## src/rtl/ysyx_25030093_ifu_idu_buffer.sv

```systemverilog
// Fetch-to-decode decoupling FIFO with valid/ready on both sides, per-entry
// opcode-class pre-decode, and a saturating counter of beats dropped on redirect.
module ysyx_25030093_ifu_idu_buffer #(
    parameter int DEPTH  = 2,
    parameter int PC_W   = 32,
    parameter int INST_W = 32
) (
    input  logic              clk,
    input  logic              rst,
    input  logic              in_valid,
    output logic              in_ready,
    input  logic [PC_W-1:0]   in_pc,
    input  logic [INST_W-1:0] in_inst,
    output logic              out_valid,
    input  logic              out_ready,
    output logic [PC_W-1:0]   out_pc,
    output logic [INST_W-1:0] out_inst,
    output logic [2:0]        out_cls,
    input  logic              flush,
    output logic [7:0]        flush_drop
);

    localparam int PTR_W = (DEPTH > 1) ? $clog2(DEPTH) : 1;
    localparam int CNT_W = $clog2(DEPTH) + 1;

    localparam logic [2:0] CLS_ALU     = 3'd0;
    localparam logic [2:0] CLS_LOAD    = 3'd1;
    localparam logic [2:0] CLS_STORE   = 3'd2;
    localparam logic [2:0] CLS_BRANCH  = 3'd3;
    localparam logic [2:0] CLS_JAL     = 3'd4;
    localparam logic [2:0] CLS_JALR    = 3'd5;
    localparam logic [2:0] CLS_SYSTEM  = 3'd6;
    localparam logic [2:0] CLS_ILLEGAL = 3'd7;

    localparam logic [6:0] OPC_LOAD    = 7'b0000011;
    localparam logic [6:0] OPC_FENCE   = 7'b0001111;
    localparam logic [6:0] OPC_OP_IMM  = 7'b0010011;
    localparam logic [6:0] OPC_AUIPC   = 7'b0010111;
    localparam logic [6:0] OPC_STORE   = 7'b0100011;
    localparam logic [6:0] OPC_OP      = 7'b0110011;
    localparam logic [6:0] OPC_LUI     = 7'b0110111;
    localparam logic [6:0] OPC_BRANCH  = 7'b1100011;
    localparam logic [6:0] OPC_JALR    = 7'b1100111;
    localparam logic [6:0] OPC_JAL     = 7'b1101111;
    localparam logic [6:0] OPC_SYSTEM  = 7'b1110011;

    function automatic logic [2:0] predecode(input logic [6:0] opc);
        logic [2:0] cls;
        cls = CLS_ILLEGAL;
        if (opc[1:0] == 2'b11) begin
            case (opc)
                OPC_OP, OPC_OP_IMM, OPC_LUI,
                OPC_AUIPC, OPC_FENCE: cls = CLS_ALU;
                OPC_LOAD:             cls = CLS_LOAD;
                OPC_STORE:            cls = CLS_STORE;
                OPC_BRANCH:           cls = CLS_BRANCH;
                OPC_JAL:              cls = CLS_JAL;
                OPC_JALR:             cls = CLS_JALR;
                OPC_SYSTEM:           cls = CLS_SYSTEM;
                default:              cls = CLS_ILLEGAL;
            endcase
        end
        return cls;
    endfunction

    // Storage is left unreset: head outputs are masked whenever the buffer is empty.
    logic [PC_W-1:0]   pc_mem   [DEPTH];
    logic [INST_W-1:0] inst_mem [DEPTH];
    logic [2:0]        cls_mem  [DEPTH];

    logic [PTR_W-1:0] wr_ptr_reg, wr_ptr_next;
    logic [PTR_W-1:0] rd_ptr_reg, rd_ptr_next;
    logic [CNT_W-1:0] count_reg,  count_next;
    logic [7:0]       drop_reg,   drop_next;
    logic [8:0]       drop_sum;
    logic             non_empty;
    logic             push;
    logic             pop;

    assign non_empty = (count_reg != '0);
    assign in_ready  = rst & (count_reg < CNT_W'(DEPTH)) & ~flush;
    assign out_valid = non_empty & ~flush;
    assign push      = in_valid & in_ready;
    assign pop       = out_valid & out_ready;

    assign out_pc     = non_empty ? pc_mem[rd_ptr_reg]   : '0;
    assign out_inst   = non_empty ? inst_mem[rd_ptr_reg] : '0;
    assign out_cls    = non_empty ? cls_mem[rd_ptr_reg]  : '0;
    assign flush_drop = drop_reg;

    assign drop_sum = {1'b0, drop_reg} + 9'(count_reg);

    always_comb begin
        wr_ptr_next = wr_ptr_reg;
        rd_ptr_next = rd_ptr_reg;
        count_next  = count_reg;
        drop_next   = drop_reg;
        if (flush) begin
            wr_ptr_next = '0;
            rd_ptr_next = '0;
            count_next  = '0;
            drop_next   = drop_sum[8] ? 8'hFF : drop_sum[7:0];
        end else begin
            if (push) begin
                wr_ptr_next = wr_ptr_reg + 1'b1;
            end
            if (pop) begin
                rd_ptr_next = rd_ptr_reg + 1'b1;
            end
            case ({push, pop})
                2'b10:   count_next = count_reg + 1'b1;
                2'b01:   count_next = count_reg - 1'b1;
                default: count_next = count_reg;
            endcase
        end
    end

    always_ff @(posedge clk or negedge rst) begin
        if (!rst) begin
            wr_ptr_reg <= '0;
            rd_ptr_reg <= '0;
            count_reg  <= '0;
            drop_reg   <= '0;
        end else begin
            wr_ptr_reg <= wr_ptr_next;
            rd_ptr_reg <= rd_ptr_next;
            count_reg  <= count_next;
            drop_reg   <= drop_next;
        end
    end

    always_ff @(posedge clk) begin
        if (push) begin
            pc_mem[wr_ptr_reg]   <= in_pc;
            inst_mem[wr_ptr_reg] <= in_inst;
            cls_mem[wr_ptr_reg]  <= predecode(in_inst[6:0]);
        end
    end

endmodule

```

## config.mk

```make
export PLATFORM = sky130hd
export DESIGN_NAME = ysyx_25030093_ifu_idu_buffer
export DESIGN_NICKNAME = d
export VERILOG_FILES = /design/src/rtl/ysyx_25030093_ifu_idu_buffer.sv
export SDC_FILE = /design/constraint.sdc
export NUM_CORES = 1
export LEC_CHECK = 0
export CAP_MARGIN = 20
export CORE_MARGIN = 2
export CORE_UTILIZATION = 55
export CTS_BUF_LIST = sky130_fd_sc_hd__clkbuf_4
export CTS_CLUSTER_DIAMETER = 120
export DETAILED_ROUTE_END_ITERATION = 12
export GPL_ROUTABILITY_DRIVEN = 0
export PLACE_DENSITY_LB_ADDON = 0.2
export SYNTH_ARGS = -nofsm -noshare
export SYNTH_HDL_FRONTEND = slang
export SYNTH_SLANG_ARGS = --single-unit
```

## constraint.sdc

```tcl
create_clock -name clk -period 18.1 [get_ports clk]
set_clock_uncertainty 0.05 [all_clocks]
set_input_delay 5.43 -clock clk [delete_from_list [all_inputs] [get_ports clk]]
set_output_delay 5.43 -clock clk [all_outputs]
set_load 0.05 [all_outputs]
```

Yosys cells after proc, flatten, opt, wreduce, memory -nomap -nowiden
Memory sizes are Yosys's and may differ from the RTL's.
Index checks and enable logic that the tools add are counted.
- shift operators: 0
- mux-type cells: 15
- $add $sub $neg: 5
- multipliers: 0
- bitwise operators: 6
- divide/modulo/power cells: 0
- equality and inequality tests: 14
- reductions and logical operators: 5
- order comparisons: 1
- operators by type and width (cell ; number):
    $mux W32 ; 2
    $eq A7 B7 Y1 const B ; 4
    $eq A7 B6 Y1 const B ; 3
    $pmux W3 S7 ; 1
    $eq A7 B5 Y1 const B ; 2
    $add A8 B2 Y9 ; 1
    $mux W3 ; 3
    $mux W8 ; 1
    $eq A7 B2 Y1 const B ; 1
    $eq A7 B4 Y1 const B ; 1
    $mux W1 ; 6
    $reduce_bool A2 Y1 ; 3
    $and A1 B1 Y1 ; 5
    $reduce_or A5 Y1 ; 1
    $eq A2 B2 Y1 const B ; 2
    $pmux W2 S2 ; 1
    $reduce_bool A3 Y1 ; 1
    $add A1 B1 Y1 const B ; 2
    $add A2 B1 Y2 const B ; 1
    $eq A2 B1 Y1 const B ; 1
    $lt A2 B2 Y1 const B ; 1
    $mux W2 ; 1
    $sub A2 B1 Y2 const B ; 1
    $not A1 Y1 ; 1
- memory bits (writable): 134
- bits in registers: 12
- memories: 3
- bits of input ports: 69
- logic and storage cells: 53
- bits in latches: 0
- output and inout bits: 77
- memory bits (read-only): 0
- memories (name ; depth ; width ; read ports ; clocked after memory_dff ; wr ports ; line ; RTL):
    inst_mem ; 2 ; 32 ; 1 ; 0 ; 1 ; 68 ; logic [INST_W-1:0] inst_mem [DEPTH];
    pc_mem ; 2 ; 32 ; 1 ; 0 ; 1 ; 67 ; logic [PC_W-1:0] pc_mem [DEPTH];
    cls_mem ; 2 ; 3 ; 1 ; 0 ; 1 ; 69 ; logic [2:0] cls_mem [DEPTH];

Longest topological paths before layout
- depth after elaboration: 7
- gate-level depth with buffers: 7
- gate-level depth less buffers: 7

Worst setup path before layout
Ideal clock, no wire load.
- kind: input port to output port
- start point: in rst
- end point: out in_ready
- arrival: 6.609 ns
- cell stages on the path: 1
- path slack: 6.011 ns
- buffers on the path: 0
- data required time: 12.620 ns
- cell sequence: nor3b_1
- longest elaborated chain between the ends: 2
- RTL lines (what ; line ; RTL):
    start, declared ; 9 ; input logic rst,
    $and A1 B1 Y1 (2 in series) ; 81 ; assign in_ready = rst & (count_reg < CNT_W'(DEPTH)) & ~flush;
    end, declared ; 11 ; output logic in_ready,
Every way passes these cells.

Final worst setup path
Ends and elaborated chain as after synthesis.

==> metrics.md <==
| Metric | Value |
|---|---|
| RSZ-0062 raised after global routing | `no` |
| Critical-path cell list | `clkdlybuf4s50_1 -> nor3b_1 -> clkdlybuf4s50_1` |
| Synth cell types | `33` |
| Critical path launch point type | `input port` |
| CTS H-Tree Depth | `4` |
| Initial Util | `0.565` |
| Final core utilization | `0.745` |
| Power density over cell area | `between 90 and 100 nW/um^2` |
| Hold Vio Cnt, Final | `0` |
| Final ANT Viol Nets | `0` |
| Core area | `10300 um^2` |
| Commonest cells in the netlist | `134 x edfxtp_1, 75 x nor2_1, 69 x mux2i_1` |
| Initial antenna violation count | `0` |
| Hold-fix buffers, CTS | `0` |
| Final HPWL DP | `slightly above 7000 um` |
| Overflow after GRT | `0` |
| Clock latency on the worst-skew pair | `~0.52 ns` |
| CTS clock-pin slew for the worst setup and hold paths | `between 0.1 and 0.15 ns` |
| CP max stage cell | `clkdlybuf4s50_1` |
| Via count of the first global-routing pass | `3486` |
| CP required | `12.62 ns` |
| Hold WC Path Type | `reg2reg` |
| Global-route wire length before repair | `17200 um` |
| Post-Synthesis Cells | `374` |
| Final Setup Violations | `0` |
| Final period utilization | `0.716` |
| Die width | `107 um` |
| Initial DRC Count | `194` |
| P&R area growth vs syn | `32.0%` |
| Setup Crit Path Kind | `in2out` |
| Diodes inserted | `0` |
| Most common cell in the synthesized netlist | `edfxtp_1` |
| CP Max Fanout | `16` |
| Yosys warns | `0` |
| Post-synth EDFFs | `about 130` |
| Final non-filler cell total | `about 680` |
| Post-CTS Setup Repair Bufs | `0` |
| Status | `completed` |
| Placed cell areas | `around 7400 um^2` |
| Post-synth top area cell | `edfxtp_1` |
| Total GRT Usage | `0.202` |
| Post-placement cell count | `approximately 640` |
| Die area | `approximately 11000 um^2` |
| Total number of vias | `between 3000 and 4000` |
| Largest net degree at the start of global routing | `68` |
| Post-synth net total | `446` |
| Number of clock sinks | `146` |
| Setup_tns | `0 ns` |
| Pre-antenna DRT Iters | `5` |
| Rel. slew slack | `0.385` |
| Total routed wirelength | `11200 um` |
| Layout cells sized above 1 | `0.0742` |
| Worst VDD drop | `50.9 uV` |
| Finished layout cell area | `7690 um^2` |
| Mean Syn Cell Area | `15.6 um^2` |
| CP most frequent cell | `clkdlybuf4s50_1` |
| Clk root buf | `clkbuf_4` |
| Crit path arrival time | `roughly 7.5 ns` |
| Sequential area share after synthesis | `0.742` |
| Worst Max-Slew Pin Slew | `slightly above 0.9 ns` |
| Crit path time final | `12.95 ns` |
| Async S/R FF share, synth | `0.0822` |
| Clk buf depth | `2` |
| Leakage | `roughly 2.6 nW` |
| Port Buf Inserts | `approximately 150` |
| CTS Buf Count | `17` |
| Yosys top cell area share | `0.690` |
| Slowest stage delay, CP | `just under 0.9 ns` |
| Via density | `roughly 5.2` |
| Synth Cell Area | `just under 6000 um^2` |
| Primary FF master, synth | `edfxtp_1` |
| Nature of the critical path endpoint | `output pin` |
| FMAX | `around 77 MHz` |
| Row Count | `37` |
| Drt wl/cell | `~17 um` |
| Post_cts resized | `0` |
| Die Span Y | `roughly 110 um` |
| Slew Viols, Final | `0` |
| Synth Register Bits | `between 100 and 150` |
| Max Cap Viol | `0` |
| CTS tree | `yes` |
| Nets | `598` |
| Synth area leaders | `edfxtp_1 69%, mux2i_1 12%, dfrtp_1 5.2%` |
| Residual DRC count | `0` |
| Ports | `146` |
[where the power goes]
group | total (mW) | internal (mW) | switching (mW)
clock network | 0.217 | 0.110 | 0.107
logic | 0.115 | 0.0450 | 0.0696
registers | 0.391 | 0.381 | 0.0101
total | 0.723 | 0.536 | 0.186
[logic make-up (layout without fill, tap and decap cells)]
| group | after synthesis | in the layout | synth area share |
|---|---|---|---|
| and+or+nand+nor | 111 | 111 | 0.0818 |
| xor gates and xnor gates | 3 | 3 | 0.00451 |
| muxes | 71 | 71 | 0.123 |
| AOI/OAI and AO/OA | 18 | 18 | 0.0172 |
| adders and majority gates | 4 | 4 | 0.00966 |
| DFF | 146 | 146 | 0.742 |
| buffers and inverters | 21 | 186 | 0.0219 |
[worst paths after layout]
kind                               start       endpoint  slack [ns]  cells past startpoint
min in group asynchronous            rst  flush_drop[4]        5.24                      1
setup / recovery                     rst       in_ready        5.15                      3
max in group asynchronous            rst     rd_ptr_reg       12.27                      1
hold / removal             flush_drop[4]  flush_drop[4]        0.50                      1
setup reg to reg            count_reg[1]  pc_mem[1][19]       15.96                      3
hold reg to reg            flush_drop[4]  flush_drop[4]        0.50                      1
[cell type report]
cell class	count	area, um^2
clock buffer	19	143
sequential	146	4330
fill	665	2630
inverter	5	18.8
multi-input combinational	207	1390
timing repair buffer	149	1480
tap	136	170
clock inverter	13	166
[metal layers]
metal	vias up	global-route usage	routed length (um)
li1	1683	-	-
met1	1670	0.242	4560
met2	112	0.334	5760
met3	23	0.0657	625
met4	0	0.0937	268
met5	-	0	0
[through the flow]
stage               worst slack [ns]  hold slack [ns]  power (mW)
floorplan                       6.01            0.470       0.467
detailed placement              5.10            0.479       0.514
CTS                             5.10            0.506       0.730
global route                    4.99            0.530       0.752
finish                          5.15            0.497       0.723
global placement                5.17            0.440       0.511
[cells in the final DEF (no fill, tap or decap), types with 2 or more instances in the layout]
cell	count
and2_1	2
o21ai_0	7
clkbuf_4	19
clkdlybuf4s50_1	145
inv_1	5
nand2b_1	2
clkinv_1	3
a21oi_1	6
xor2_1	2
dfrtp_1	11
bufinv_16	4
nor2_1	75
nand3_1	6
mux2i_1	69
nand2_1	9
and3_1	2
clkinv_2	4
nor3_1	2
nor3b_1	2
ha_1	2
nor2b_1	5
o211ai_1	2
buf_4	4
clkinvlp_4	2
edfxtp_1	134
a31oi_1	2
[critical path: cells and delay by family]
kind	cells	cell delay, ns
buffers and inverters	2	1.73
and+or+nand+nor	1	0.31
No activity file was read; power rests on OpenSTA's default activity.
